==> src/rtl/rq_gearbox256_pkg.sv <==
// Shared constants and helpers for the RQ gearbox.
//   DW_W / DESC_W / AXIS_W : dword, descriptor and stream widths
//   TUSER_W, FIRST_BE_LSB, LAST_BE_LSB, BE_W : s_axis_rq_tuser layout
//   ones(n) : keep mask with the n lowest dword bits set (n = 0..8)
package rq_gearbox256_pkg;

  localparam int unsigned DW_W         = 32;
  localparam int unsigned DESC_W       = 128;
  localparam int unsigned AXIS_W       = 256;
  localparam int unsigned KEEP_W       = AXIS_W / DW_W;
  localparam int unsigned TUSER_W      = 60;
  localparam int unsigned BE_W         = 4;
  localparam int unsigned FIRST_BE_LSB = 0;
  localparam int unsigned LAST_BE_LSB  = 4;
  localparam int unsigned CNT_W        = 11;
  localparam int unsigned NLAST_W      = 4;

  function automatic logic [KEEP_W-1:0] ones(input int unsigned n);
    logic [KEEP_W-1:0] m;
    m = '0;
    for (int unsigned i = 0; i < KEEP_W; i++) begin
      m[i] = (i < n);
    end
    return m;
  endfunction

endpackage

==> src/rtl/rq_gearbox256.sv <==
// Packs user write-request beats into the 256-bit PCIe RQ AXI-Stream.
// The 128-bit descriptor fills DW0-3 of the first output beat, so payload is
// shifted up by four dwords; the upper half of each user beat is carried into
// the next output beat, and a trailing flush beat is emitted when the final
// user beat leaves more than four dwords behind.
// Ports:
//   clk, rst_n            : clock, asynchronous active-low reset
//   descriptor            : RQ descriptor, sampled on the sop beat
//   rq_wr_data            : payload beat, DW0 in [31:0]
//   rq_dword_count        : packet payload length in dwords, sampled on sop
//   rq_valid/rq_sop/rq_last/rq_ready : user-side handshake and framing
//   s_axis_rq_*           : registered AXI-Stream towards the hard IP
module rq_gearbox256
  import rq_gearbox256_pkg::*;
#(
  parameter int DATA_WIDTH = 256
) (
  input  logic                  clk,
  input  logic                  rst_n,
  input  logic [127:0]          descriptor,
  input  logic [DATA_WIDTH-1:0] rq_wr_data,
  input  logic [10:0]           rq_dword_count,
  input  logic                  rq_last,
  input  logic                  rq_valid,
  input  logic                  rq_sop,
  output logic                  rq_ready,
  output logic [DATA_WIDTH-1:0] s_axis_rq_tdata,
  output logic                  s_axis_rq_tvalid,
  output logic [59:0]           s_axis_rq_tuser,
  output logic [7:0]            s_axis_rq_tkeep,
  output logic                  s_axis_rq_tlast,
  input  logic                  s_axis_rq_tready
);

  logic [DATA_WIDTH-1:0] tdata_q,  tdata_d;
  logic                  tvalid_q, tvalid_d;
  logic [TUSER_W-1:0]    tuser_q,  tuser_d;
  logic [KEEP_W-1:0]     tkeep_q,  tkeep_d;
  logic                  tlast_q,  tlast_d;
  logic [DESC_W-1:0]     carry_q,  carry_d;
  logic                  one_more_cycle_q, one_more_cycle_d;
  logic [NLAST_W-1:0]    n_last_q, n_last_d;

  logic                  load_en;
  logic                  accept;
  logic [2:0]            cnt_m1_lo;
  logic [NLAST_W-1:0]    sop_n_last;
  logic [NLAST_W-1:0]    cur_n_last;
  logic [DESC_W-1:0]     low_half;

  always_comb begin
    load_en  = !tvalid_q || s_axis_rq_tready;
    rq_ready = load_en && !one_more_cycle_q;
    accept   = rq_valid && rq_ready;

    // ((count-1) mod 8) + 1 only depends on the low three bits; 1024 wraps to 8.
    cnt_m1_lo  = rq_dword_count[2:0] - 3'd1;
    sop_n_last = {1'b0, cnt_m1_lo} + 4'd1;
    // A single-beat packet finishes on its sop beat, before n_last_q is loaded.
    cur_n_last = rq_sop ? sop_n_last : n_last_q;
    low_half   = rq_sop ? descriptor : carry_q;

    tdata_d          = tdata_q;
    tvalid_d         = tvalid_q;
    tuser_d          = tuser_q;
    tkeep_d          = tkeep_q;
    tlast_d          = tlast_q;
    carry_d          = carry_q;
    one_more_cycle_d = one_more_cycle_q;
    n_last_d         = n_last_q;

    if (accept && rq_sop) begin
      n_last_d = sop_n_last;
    end

    if (load_en) begin
      if (one_more_cycle_q) begin
        tdata_d          = {{(DATA_WIDTH-DESC_W){1'b0}}, carry_q};
        tkeep_d          = ones(32'(n_last_q) - 32'd4);
        tlast_d          = 1'b1;
        tuser_d          = '0;
        tvalid_d         = 1'b1;
        one_more_cycle_d = 1'b0;
      end else if (accept) begin
        tdata_d  = {rq_wr_data[DESC_W-1:0], low_half};
        carry_d  = rq_wr_data[DATA_WIDTH-1:DESC_W];
        tvalid_d = 1'b1;
        tuser_d  = '0;
        if (rq_sop) begin
          tuser_d[FIRST_BE_LSB +: BE_W] = '1;
          tuser_d[LAST_BE_LSB +: BE_W]  = (rq_dword_count > 11'd1) ? 4'hF : 4'h0;
        end
        tkeep_d = '1;
        tlast_d = 1'b0;
        if (rq_last) begin
          if (cur_n_last <= 4'd4) begin
            tkeep_d = ones(32'(cur_n_last) + 32'd4);
            tlast_d = 1'b1;
          end else begin
            one_more_cycle_d = 1'b1;
          end
        end
      end else begin
        tvalid_d = 1'b0;
        tlast_d  = 1'b0;
      end
    end
  end

  always_ff @(posedge clk or negedge rst_n) begin
    if (!rst_n) begin
      tdata_q          <= '0;
      tvalid_q         <= 1'b0;
      tuser_q          <= '0;
      tkeep_q          <= '0;
      tlast_q          <= 1'b0;
      carry_q          <= '0;
      one_more_cycle_q <= 1'b0;
      n_last_q         <= '0;
    end else begin
      tdata_q          <= tdata_d;
      tvalid_q         <= tvalid_d;
      tuser_q          <= tuser_d;
      tkeep_q          <= tkeep_d;
      tlast_q          <= tlast_d;
      carry_q          <= carry_d;
      one_more_cycle_q <= one_more_cycle_d;
      n_last_q         <= n_last_d;
    end
  end

  assign s_axis_rq_tdata  = tdata_q;
  assign s_axis_rq_tvalid = tvalid_q;
  assign s_axis_rq_tuser  = tuser_q;
  assign s_axis_rq_tkeep  = tkeep_q;
  assign s_axis_rq_tlast  = tlast_q;

endmodule

==> config.mk <==
export PLATFORM = sky130hd
export DESIGN_NAME = rq_gearbox256
export DESIGN_NICKNAME = d
export VERILOG_FILES = /design/src/rtl/rq_gearbox256_pkg.sv /design/src/rtl/rq_gearbox256.sv
export SDC_FILE = /design/constraint.sdc
export NUM_CORES = 1
export LEC_CHECK = 0
export BUFFER_PORTS_ARGS = -buffer_cell sky130_fd_sc_hd__buf_2
export CAP_MARGIN = 20
export CORE_AREA = 2 2 283 285
export CTS_CLUSTER_DIAMETER = 200
export CTS_CLUSTER_SIZE = 30
export DETAILED_ROUTE_END_ITERATION = 8
export DIE_AREA = 0 0 285 287
export MAX_ROUTING_LAYER = met4
export SKIP_CTS_REPAIR_TIMING = 1
export SKIP_LAST_GASP = 1
export SLEW_MARGIN = 20
export SYNTH_ARGS = -nofsm -noshare
export SYNTH_HDL_FRONTEND = slang
export SYNTH_SLANG_ARGS = --single-unit
==> constraint.sdc <==
create_clock -name clk -period 3.1 [get_ports clk]
set_clock_uncertainty 0.15 [all_clocks]
set_input_delay 0.155 -clock clk [delete_from_list [all_inputs] [get_ports clk]]
set_output_delay 0.155 -clock clk [all_outputs]
set_load 0.05 [all_outputs]
==> results of run 1 <==
-- stage by stage --
| stage | hold WS [ns] | cells | setup slack (ns) | util (%) | total power, mW |
|---|---|---|---|---|---|
| 3_3_place_gp | 0.0702 | 2956 | 0.831 | 26.7 | 12.6 |
| 3_5_place_dp | 0.0772 | 2956 | 0.777 | 26.7 | 12.6 |
| 2_1_floorplan | -0.291 | 1330 | 1.12 | - | 10.9 |
| 4_1_cts | -0.568 | 2975 | 0.743 | 27.3 | 15.4 |
| 5_1_grt | 0.0404 | 3370 | 0.660 | 32.3 | 16.5 |
| 6_report | 0.0174 | 3370 | 0.779 | 32.3 | 15.7 |
-- worst min path at each step --
stage               startpoint                    to  slack (ns)  cells past startpoint
floorplan                rst_n            carry_q[0]       -0.29                      0
detailed placement       rst_n   s_axis_rq_tdata[12]        0.08                      1
CTS                      rst_n   s_axis_rq_tdata[12]       -0.57                      1
global placement         rst_n   s_axis_rq_tdata[12]        0.07                      1
finish                   rst_n  s_axis_rq_tdata[250]        0.02                      2
global route            rq_sop      one_more_cycle_q        0.04                      3
-- where the power goes --
part / switching [mW] / total [mW] / leakage, nW / internal (mW)
Sequential: 0.592 / 6.85 / 4.87 / 6.26
Combinational: 4.26 / 6.10 / 7.26 / 1.84
Clock: 1.71 / 2.73 / 0.224 / 1.02
-- layout by cell type (no fill, tap or decap), types with 5 or more instances in the layout --
cell / count
buf_2: 674
dfrtp_1: 401
dlygate4sd3_1: 395
nand2_1: 140
o21ai_0: 138
a22o_1: 129
mux2i_1: 128
mux2_1: 112
conb_1: 52
buf_4: 32
clkbuf_16: 17
mux2_2: 16
nor2_1: 15
buf_12: 15
a21oi_1: 9
inv_1: 5
ha_1: 5
-- worst max-delay path, stage by stage, from the launching register on --
cell	delay, ns
dfrtp_1	0.58
inv_2	0.18
and3_4	0.46
buf_12	0.26
buf_4	0.21
mux2_1	0.34
-- cell type report --
| class | count | area, um^2 |
|---|---|---|
| clock buffer | 17 | 425 |
| sequential | 401 | 10000 |
| multi-input combinational | 777 | 5680 |
| fill | 7769 | 53200 |
| tap | 1050 | 1310 |
| timing repair buffer | 1117 | 7880 |
| clock inverter | 2 | 28.8 |
| inverter | 6 | 22.5 |
-- sequential cells by signal, summed over array words and instances (netlist names) --
| signal | cells |
|---|---|
| s_axis_rq_tkeep | 8 |
| carry_q | 128 |
| s_axis_rq_tlast | 1 |
| s_axis_rq_tvalid | 1 |
| s_axis_rq_tdata | 256 |
| n_last_q | 4 |
| s_axis_rq_tuser | 2 |
| one_more_cycle_q | 1 |
-- cell families (layout without fill, tap and decap cells) --
group	after synthesis	count (layout)	share of synthesized area [%]
flops	401	401	61.1
compound gates	285	285	11.8
mux	256	256	16.6
simple gates	177	177	4.42
buf+inv	152	1142	5.63
fa+ha+maj	5	5	0.381
xor+xnor	2	2	0.107
other cells	1	52	0.0228
-- layer usage --
metal,wire [um],vias to the layer above,GRT usage (%)
li1,-,6470,-
met1,22300,6912,14.5
met2,28500,476,20.0
met3,3360,74,2.73
met4,1480,0,3.04
met5,0,-,-
==> flow_metrics.py, run 1 <==
metrics = {
    "status": {
        "status": "finished, final reports clean",
    },
    "setup_path": {
        "crit_arrival_ns": 2.63,
        "r2r-end": "carry_q[65]",
        "crit_type": "reg -> reg",
        "reg2reg_depth": 5,
        "crit_start": "one_more_cycle_q",
        "r2r_slack_ns": 0.78,
        "required_ns": 3.41,
        "critPathCapture": "carry_q[65]",
        "critical_path.max_fanout": 19,
        "critPathLaunchType": "flop",
        "end_kind": "flop",
        "r2r-start": "one_more_cycle_q",
    },
    "hold_path": {
        "hold_path_class": "in -> async",
    },
    "cells_and_area": {
        "final_nets": 2726,
        "final_layout_size_suffix_gt1_share_pct": 32.8,
        "area_delta_synth_final_pct": 54.5,
        "fin_area_um2": 25400,
        "antenna_cells": 0,
    },
    "route": {
        "dr_total_vias": 13932,
        "antenna_left": 0,
        "routedWlPerCell_um": 16.5,
        "wirelength_um": 55700,
        "drtIter0Drc": 596,
        "first_pass_iters": 4,
        "viasPerCell": 4.13,
        "drc_errors": 0,
    },
    "clock_tree": {
        "cts-buffers-inserted": 17,
        "tritoncts": "done",
        "cts.sinks": 401,
        "root_buffer": "clkbuf_16",
        "ctsHtreeMaxLevel": 1,
        "cts_buffer_depth": 3,
        "clk_latency_ns": 0.57,
        "clkTransAtPathRegs_ns": 0.12,
    },
    "global_route": {
        "grt_pass1_vias": 12218,
        "grt_max_degree": 83,
        "grt_first_pass_wirelength_um": 74500,
        "antenna_found_initial": 1,
        "track_usage_pct": 11.9,
        "grt_remaining_overflow": 0,
    },
    "logic_synthesis": {
        "synth_top_area_share_pct": 61.1,
        "synthCells": 1279,
        "synth_area_um2": 16400,
        "yosys.area.top_type": "dfrtp_1",
        "avgSynthCellArea_um2": 12.8,
        "seq_area_frac_synth_pct": 61.1,
        "synthArstFlopShare_pct": 100,
        "yosys_warnings": 0,
        "synth_most_common_cell": "dfrtp_1",
        "synthTopCellsByCount": "dfrtp_1, nand2_1, o21ai_0",
        "synth_cell_types": 41,
        "synth-seq-cells": 401,
        "synth-edff-count": 0,
        "synth_area_leaders": "dfrtp_1, mux2i_1, mux2_1",
        "synth_flop_cell": "dfrtp_1",
    },
    "placed_design": {
        "portBuffers": 675,
        "place_area_um2": 21000,
        "post-dp-hpwl_um": 38400,
        "place.gp.congestion": 0.806,
    },
    "job": {
        "maxCapViolations": 0,
    },
    "timing": {
        "report.final.setup_viol": 0,
        "setup_tns_ns": 0,
        "hold_viol_final": 0,
        "final.min_clock_period_ns": 2.32,
        "min_period_over_period_pct": 74.9,
        "timing.fmax_mhz": 431,
        "slew_viol_final": 0,
        "tightest_slew_ns": 0.714,
        "rsz0062_at_grt": "no",
        "relSlewSlack_pct": 52.4,
    },
    "floorplanning": {
        "fp.dieH_um": 287,
        "die_w_um": 285,
        "fp-row-count": 103,
        "die-area_um2": 81800,
        "io_pins": 728,
        "core_um2": 78600,
        "floorplan.initialDensity_pct": 20.9,
    },
    "power_and_ir_drop": {
        "ir_drop_v": 0.000503,
        "p_leak_nw": 12.4,
        "pwr_density_cell_nw_per_um2": 617,
    },
}
Power figures use the tool's default switching activity.
==> run 2: changes to the inputs <==
--- a/config.mk
+++ b/config.mk
@@ -7,11 +7,11 @@
 export LEC_CHECK = 0
 export BUFFER_PORTS_ARGS = -buffer_cell sky130_fd_sc_hd__buf_2
 export CAP_MARGIN = 20
-export CORE_AREA = 2 2 283 285
+export CORE_AREA = 2 2 282 284
 export CTS_CLUSTER_DIAMETER = 200
 export CTS_CLUSTER_SIZE = 30
 export DETAILED_ROUTE_END_ITERATION = 8
-export DIE_AREA = 0 0 285 287
+export DIE_AREA = 0 0 284 286
 export MAX_ROUTING_LAYER = met4
 export SKIP_CTS_REPAIR_TIMING = 1
 export SKIP_LAST_GASP = 1
==> constraint.sdc (replaced) <==
create_clock -name clk -period 2.1 [get_ports clk]
set_clock_uncertainty 0.15 [all_clocks]
set_input_delay 0.105 -clock clk [delete_from_list [all_inputs] [get_ports clk]]
set_output_delay 0.105 -clock clk [all_outputs]
set_load 0.05 [all_outputs]
==> run 2 against run 1 <==
The run now fails in 5_2_route. Synthesized area stayed put. Global-route usage is 0.12 points higher. Synthesized cell count unchanged.
==> flow_metrics.py, run 2 <==
metrics = {
    "clock_tree": {
        "cts-buffers-inserted": 17,
        "cts.sinks": 401,
        "cts_buffer_depth": 3,
        "ctsHtreeMaxLevel": 1,
        "root_buffer": "clkbuf_16",
    },
    "logic_synthesis": {
        "synthXorXnorAreaFrac_pct": 0.107,
        "synthTopCellsByCount": "dfrtp_1, nand2_1, o21ai_0",
        "avgSynthCellArea_um2": 12.8,
        "synth_cell_types": 41,
        "synthArstFlopShare_pct": 100,
        "synth_most_common_cell": "dfrtp_1",
        "synth_area_leaders": "dfrtp_1, mux2i_1, mux2_1",
        "synth_top_family_by_area": "multiplexers",
        "synth_top_area_share_pct": 61.1,
        "yosys_warnings": 0,
        "muxShareOfSynthArea_pct": 16.6,
        "synth_area_um2": 16400,
        "synth-seq-cells": 401,
        "synthSimpleGateAreaFrac_pct": 4.42,
        "synth_flop_cell": "dfrtp_1",
        "synthCells": 1279,
        "synth_compound_area_share_pct": 11.8,
        "synthAdderAreaFrac_pct": 0.381,
        "seq_area_frac_synth_pct": 61.1,
        "yosys.area.top_type": "dfrtp_1",
        "synth-edff-count": 0,
    },
    "floorplanning": {
        "fp.dieH_um": 286,
        "die_w_um": 284,
        "fp-row-count": 103,
        "io_pins": 728,
        "floorplan.initialDensity_pct": 21.0,
    },
    "global_route": {
        "track_usage_pct": 12.1,
        "grt_pass1_vias": 12255,
        "grt_remaining_overflow": 0,
        "grt_max_degree": 63,
        "grt_first_pass_wirelength_um": 74900,
        "antenna_found_initial": 1,
    },
    "placed_design": {
        "portBuffers": 675,
        "post-dp-hpwl_um": 38200,
        "place.gp.congestion": 0.842,
    },
    "status": {
        "stop_stage": "5_2_route",
        "error": "[ERROR DRT-0255] Maze Route cannot find path of net s_axis_rq_tdata[189] in worker of routeBox ( 241500 193200 ) ( 284000 241500 ).",
        "status": "stopped before the end",
    },
}
## run 2: cell counts after synthesis
No cell type changed its count.
## run 2: cells by family after synthesis
| group | after synthesis |
|---|---|
| AOI/OAI and AO/OA | 285 |
| buffers and inverters | 152 |
| adders and majority gates | 5 |
| xor gates and xnor gates | 2 |
| and+or+nand+nor | 177 |
| DFF | 401 |
| muxes | 256 |
| other | 1 |
## run 2: metrics by stage
step	setup slack, ns	instance area, um^2	std cells	hold WS, ns	util, %
2_1_floorplan	0.119	16600	1330	-0.341	-
3_5_place_dp	0.192	21300	2986	-0.0432	27.1
3_3_place_gp	0.223	21300	2986	-0.0413	27.1
4_1_cts	0.118	21700	3004	-0.695	27.7
5_1_grt	0.00893	25700	3400	0.000239	32.8
## run 2: routing by layer
| metal | track usage, % |
|---|---|
| met2 | 20.2 |
| met4 | 3.07 |
| met3 | 3.07 |
| met1 | 14.4 |
| met5 | - |
==> run 3: changes to the inputs <==
--- a/config.mk
+++ b/config.mk
@@ -7,12 +7,10 @@
 export LEC_CHECK = 0
 export BUFFER_PORTS_ARGS = -buffer_cell sky130_fd_sc_hd__buf_2
 export CAP_MARGIN = 20
-export CORE_AREA = 2 2 282 284
-export CTS_CLUSTER_DIAMETER = 200
-export CTS_CLUSTER_SIZE = 30
+export CORE_AREA = 2 2 279 281
 export DETAILED_ROUTE_END_ITERATION = 8
-export DIE_AREA = 0 0 284 286
-export MAX_ROUTING_LAYER = met4
+export DIE_AREA = 0 0 281 283
+export PLACE_DENSITY_LB_ADDON = 0.15
 export SKIP_CTS_REPAIR_TIMING = 1
 export SKIP_LAST_GASP = 1
 export SLEW_MARGIN = 20
==> constraint.sdc (replaced) <==
create_clock -name clk -period 2.73 [get_ports clk]
set_clock_uncertainty 0.15 [all_clocks]
set_input_delay 0.1365 -clock clk [delete_from_list [all_inputs] [get_ports clk]]
set_output_delay 0.1365 -clock clk [all_outputs]
set_load 0.05 [all_outputs]
==> run 3 against run 2 <==
The flow now finishes, with violations (negative hold slack). Global-route usage up 1.6 points.
==> flow_metrics.py, run 3 (synthesized netlist as in run 1, its figures left out) <==
metrics = {
    "status": {
        "status": "finished, violations left",
        "violations": "negative hold slack",
    },
    "route": {
        "drc_errors": 0,
        "routedWlPerCell_um": 17.1,
        "drtIter0Drc": 446,
        "first_pass_iters": 6,
        "antenna_left": 0,
        "viasPerCell": 4.06,
        "wirelength_um": 58500,
        "dr_total_vias": 13910,
    },
    "global_route": {
        "antenna_found_initial": 2,
        "grt_max_degree": 84,
        "grt_first_pass_wirelength_um": 83300,
        "grt_remaining_overflow": 0,
        "grt_pass1_vias": 12824,
        "track_usage_pct": 13.6,
    },
    "clock_tree": {
        "tritoncts": "done",
        "clkTransAtPathRegs_ns": 0.06,
        "root_buffer": "clkbuf_16",
        "cts.sinks": 401,
        "clk_latency_ns": 0.58,
        "ctsHtreeMaxLevel": 2,
        "cts-buffers-inserted": 49,
        "cts_buffer_depth": 3,
    },
    "cells_and_area": {
        "fin_area_um2": 26500,
        "area_delta_synth_final_pct": 61.2,
        "final_layout_size_suffix_gt1_share_pct": 34.1,
        "final_common_cell": "buf_2",
        "largest_reg_flops": 256,
        "final_cell_mix": "buf_2, dfrtp_1, dlygate4sd3_1, nand2_1, o21ai_0",
        "final_nets": 2755,
    },
    "setup_path": {
        "r2r_slack_ns": 0.61,
        "critPathLaunchType": "primary input",
        "reg2reg_depth": 5,
        "crit_chain": "dlygate4sd3_1 -> buf_2 -> inv_1 -> ha_1 -> nor2_1 -> nand3_1 -> a32oi_1 -> o21ai_0 -> dlygate4sd3_1",
        "crit_type": "in -> reg",
        "crit_arrival_ns": 2.59,
        "critical_path.max_fanout": 7,
        "cp_top_family": "buffers and inverters",
        "path_buf_inv": 4,
        "required_ns": 3.03,
        "end_kind": "flop",
        "slowest_stage": "dlygate4sd3_1",
        "crit_path_max_incr_delay_ns": 0.58,
        "r2r-end": "s_axis_rq_tlast",
        "timing.critical_path.mode_cell": "dlygate4sd3_1",
        "r2r-start": "s_axis_rq_tvalid",
    },
    "timing": {
        "report.final.setup_viol": 0,
        "hold_viol_final": 5,
        "timing.fmax_mhz": 436,
        "setup_tns_ns": 0,
        "relSlewSlack_pct": 60.6,
        "rsz0062_at_grt": "no",
        "final.min_clock_period_ns": 2.29,
        "holdWs_ns": -0.0110,
        "tightest_slew_ns": 0.591,
        "min_period_over_period_pct": 84.1,
        "slew_viol_final": 0,
    },
    "floorplanning": {
        "fp.dieH_um": 283,
        "die_w_um": 281,
        "floorplan.initialDensity_pct": 21.4,
        "fp-row-count": 102,
        "io_pins": 728,
        "core_um2": 76700,
        "die-area_um2": 79500,
    },
    "power_and_ir_drop": {
        "p_leak_nw": 12.9,
        "pwr_density_cell_nw_per_um2": 795,
        "ir_drop_v": 0.000394,
        "power.total_mw": 21.0,
    },
    "placed_design": {
        "place.gp.congestion": 0.781,
        "post-dp-hpwl_um": 41300,
        "portBuffers": 675,
        "place_area_um2": 21000,
    },
    "job": {
        "maxCapViolations": 0,
    },
    "hold_path": {
        "hold_path_class": "in -> async",
    },
}
==> run 3: worst max-delay path by stage <==
stage / start / end / slack [ns] / depth (start not counted)
global placement: one_more_cycle_q / carry_q[0] / 0.63 / 4
detailed placement: one_more_cycle_q / carry_q[99] / 0.58 / 4
finish: rq_dword_count[0] / s_axis_rq_tlast / 0.44 / 9
CTS: one_more_cycle_q / carry_q[3] / 0.56 / 4
global route: rq_dword_count[0] / s_axis_rq_tlast / 0.29 / 9
floorplan: s_axis_rq_tvalid / carry_q[100] / 0.75 / 6
==> run 3: routing by layer <==
metal	vias to the layer above	global-route usage, %	routed length, um
met5	-	0	13
met4	2	3.70	1490
met3	102	3.79	3830
met2	467	25.0	30400
met1	6761	15.3	22800
li1	6578	-	-
==> run 3: area by class of cell <==
class                   count  area [um^2]
inverters                   6         22.5
clock inverters            12          104
multi-input cells         777         5680
fillers                  7775        50200
repair buffers           1114         7880
clock buffers              74         1460
diodes                      1         2.50
flip-flops and latches    401        10000
well taps                1040         1300
==> run 3: report_power, final <==
| part | total, mW | switching (mW) | internal, mW |
|---|---|---|---|
| sequential | 7.76 | 0.630 | 7.13 |
| clock | 6.37 | 2.60 | 3.77 |
| combinational | 6.92 | 4.84 | 2.08 |
| total | 21.0 | 8.07 | 13.0 |
==> run 3: through the flow <==
stage | std cells | setup slack, ns | util [%]
4_1_cts | 3028 | 0.563 | 29.4
5_1_grt | 3425 | 0.286 | 34.5
3_3_place_gp | 2942 | 0.631 | 27.3
2_1_floorplan | 1330 | 0.749 | -
6_report | 3425 | 0.435 | 34.5
3_5_place_dp | 2942 | 0.577 | 27.3
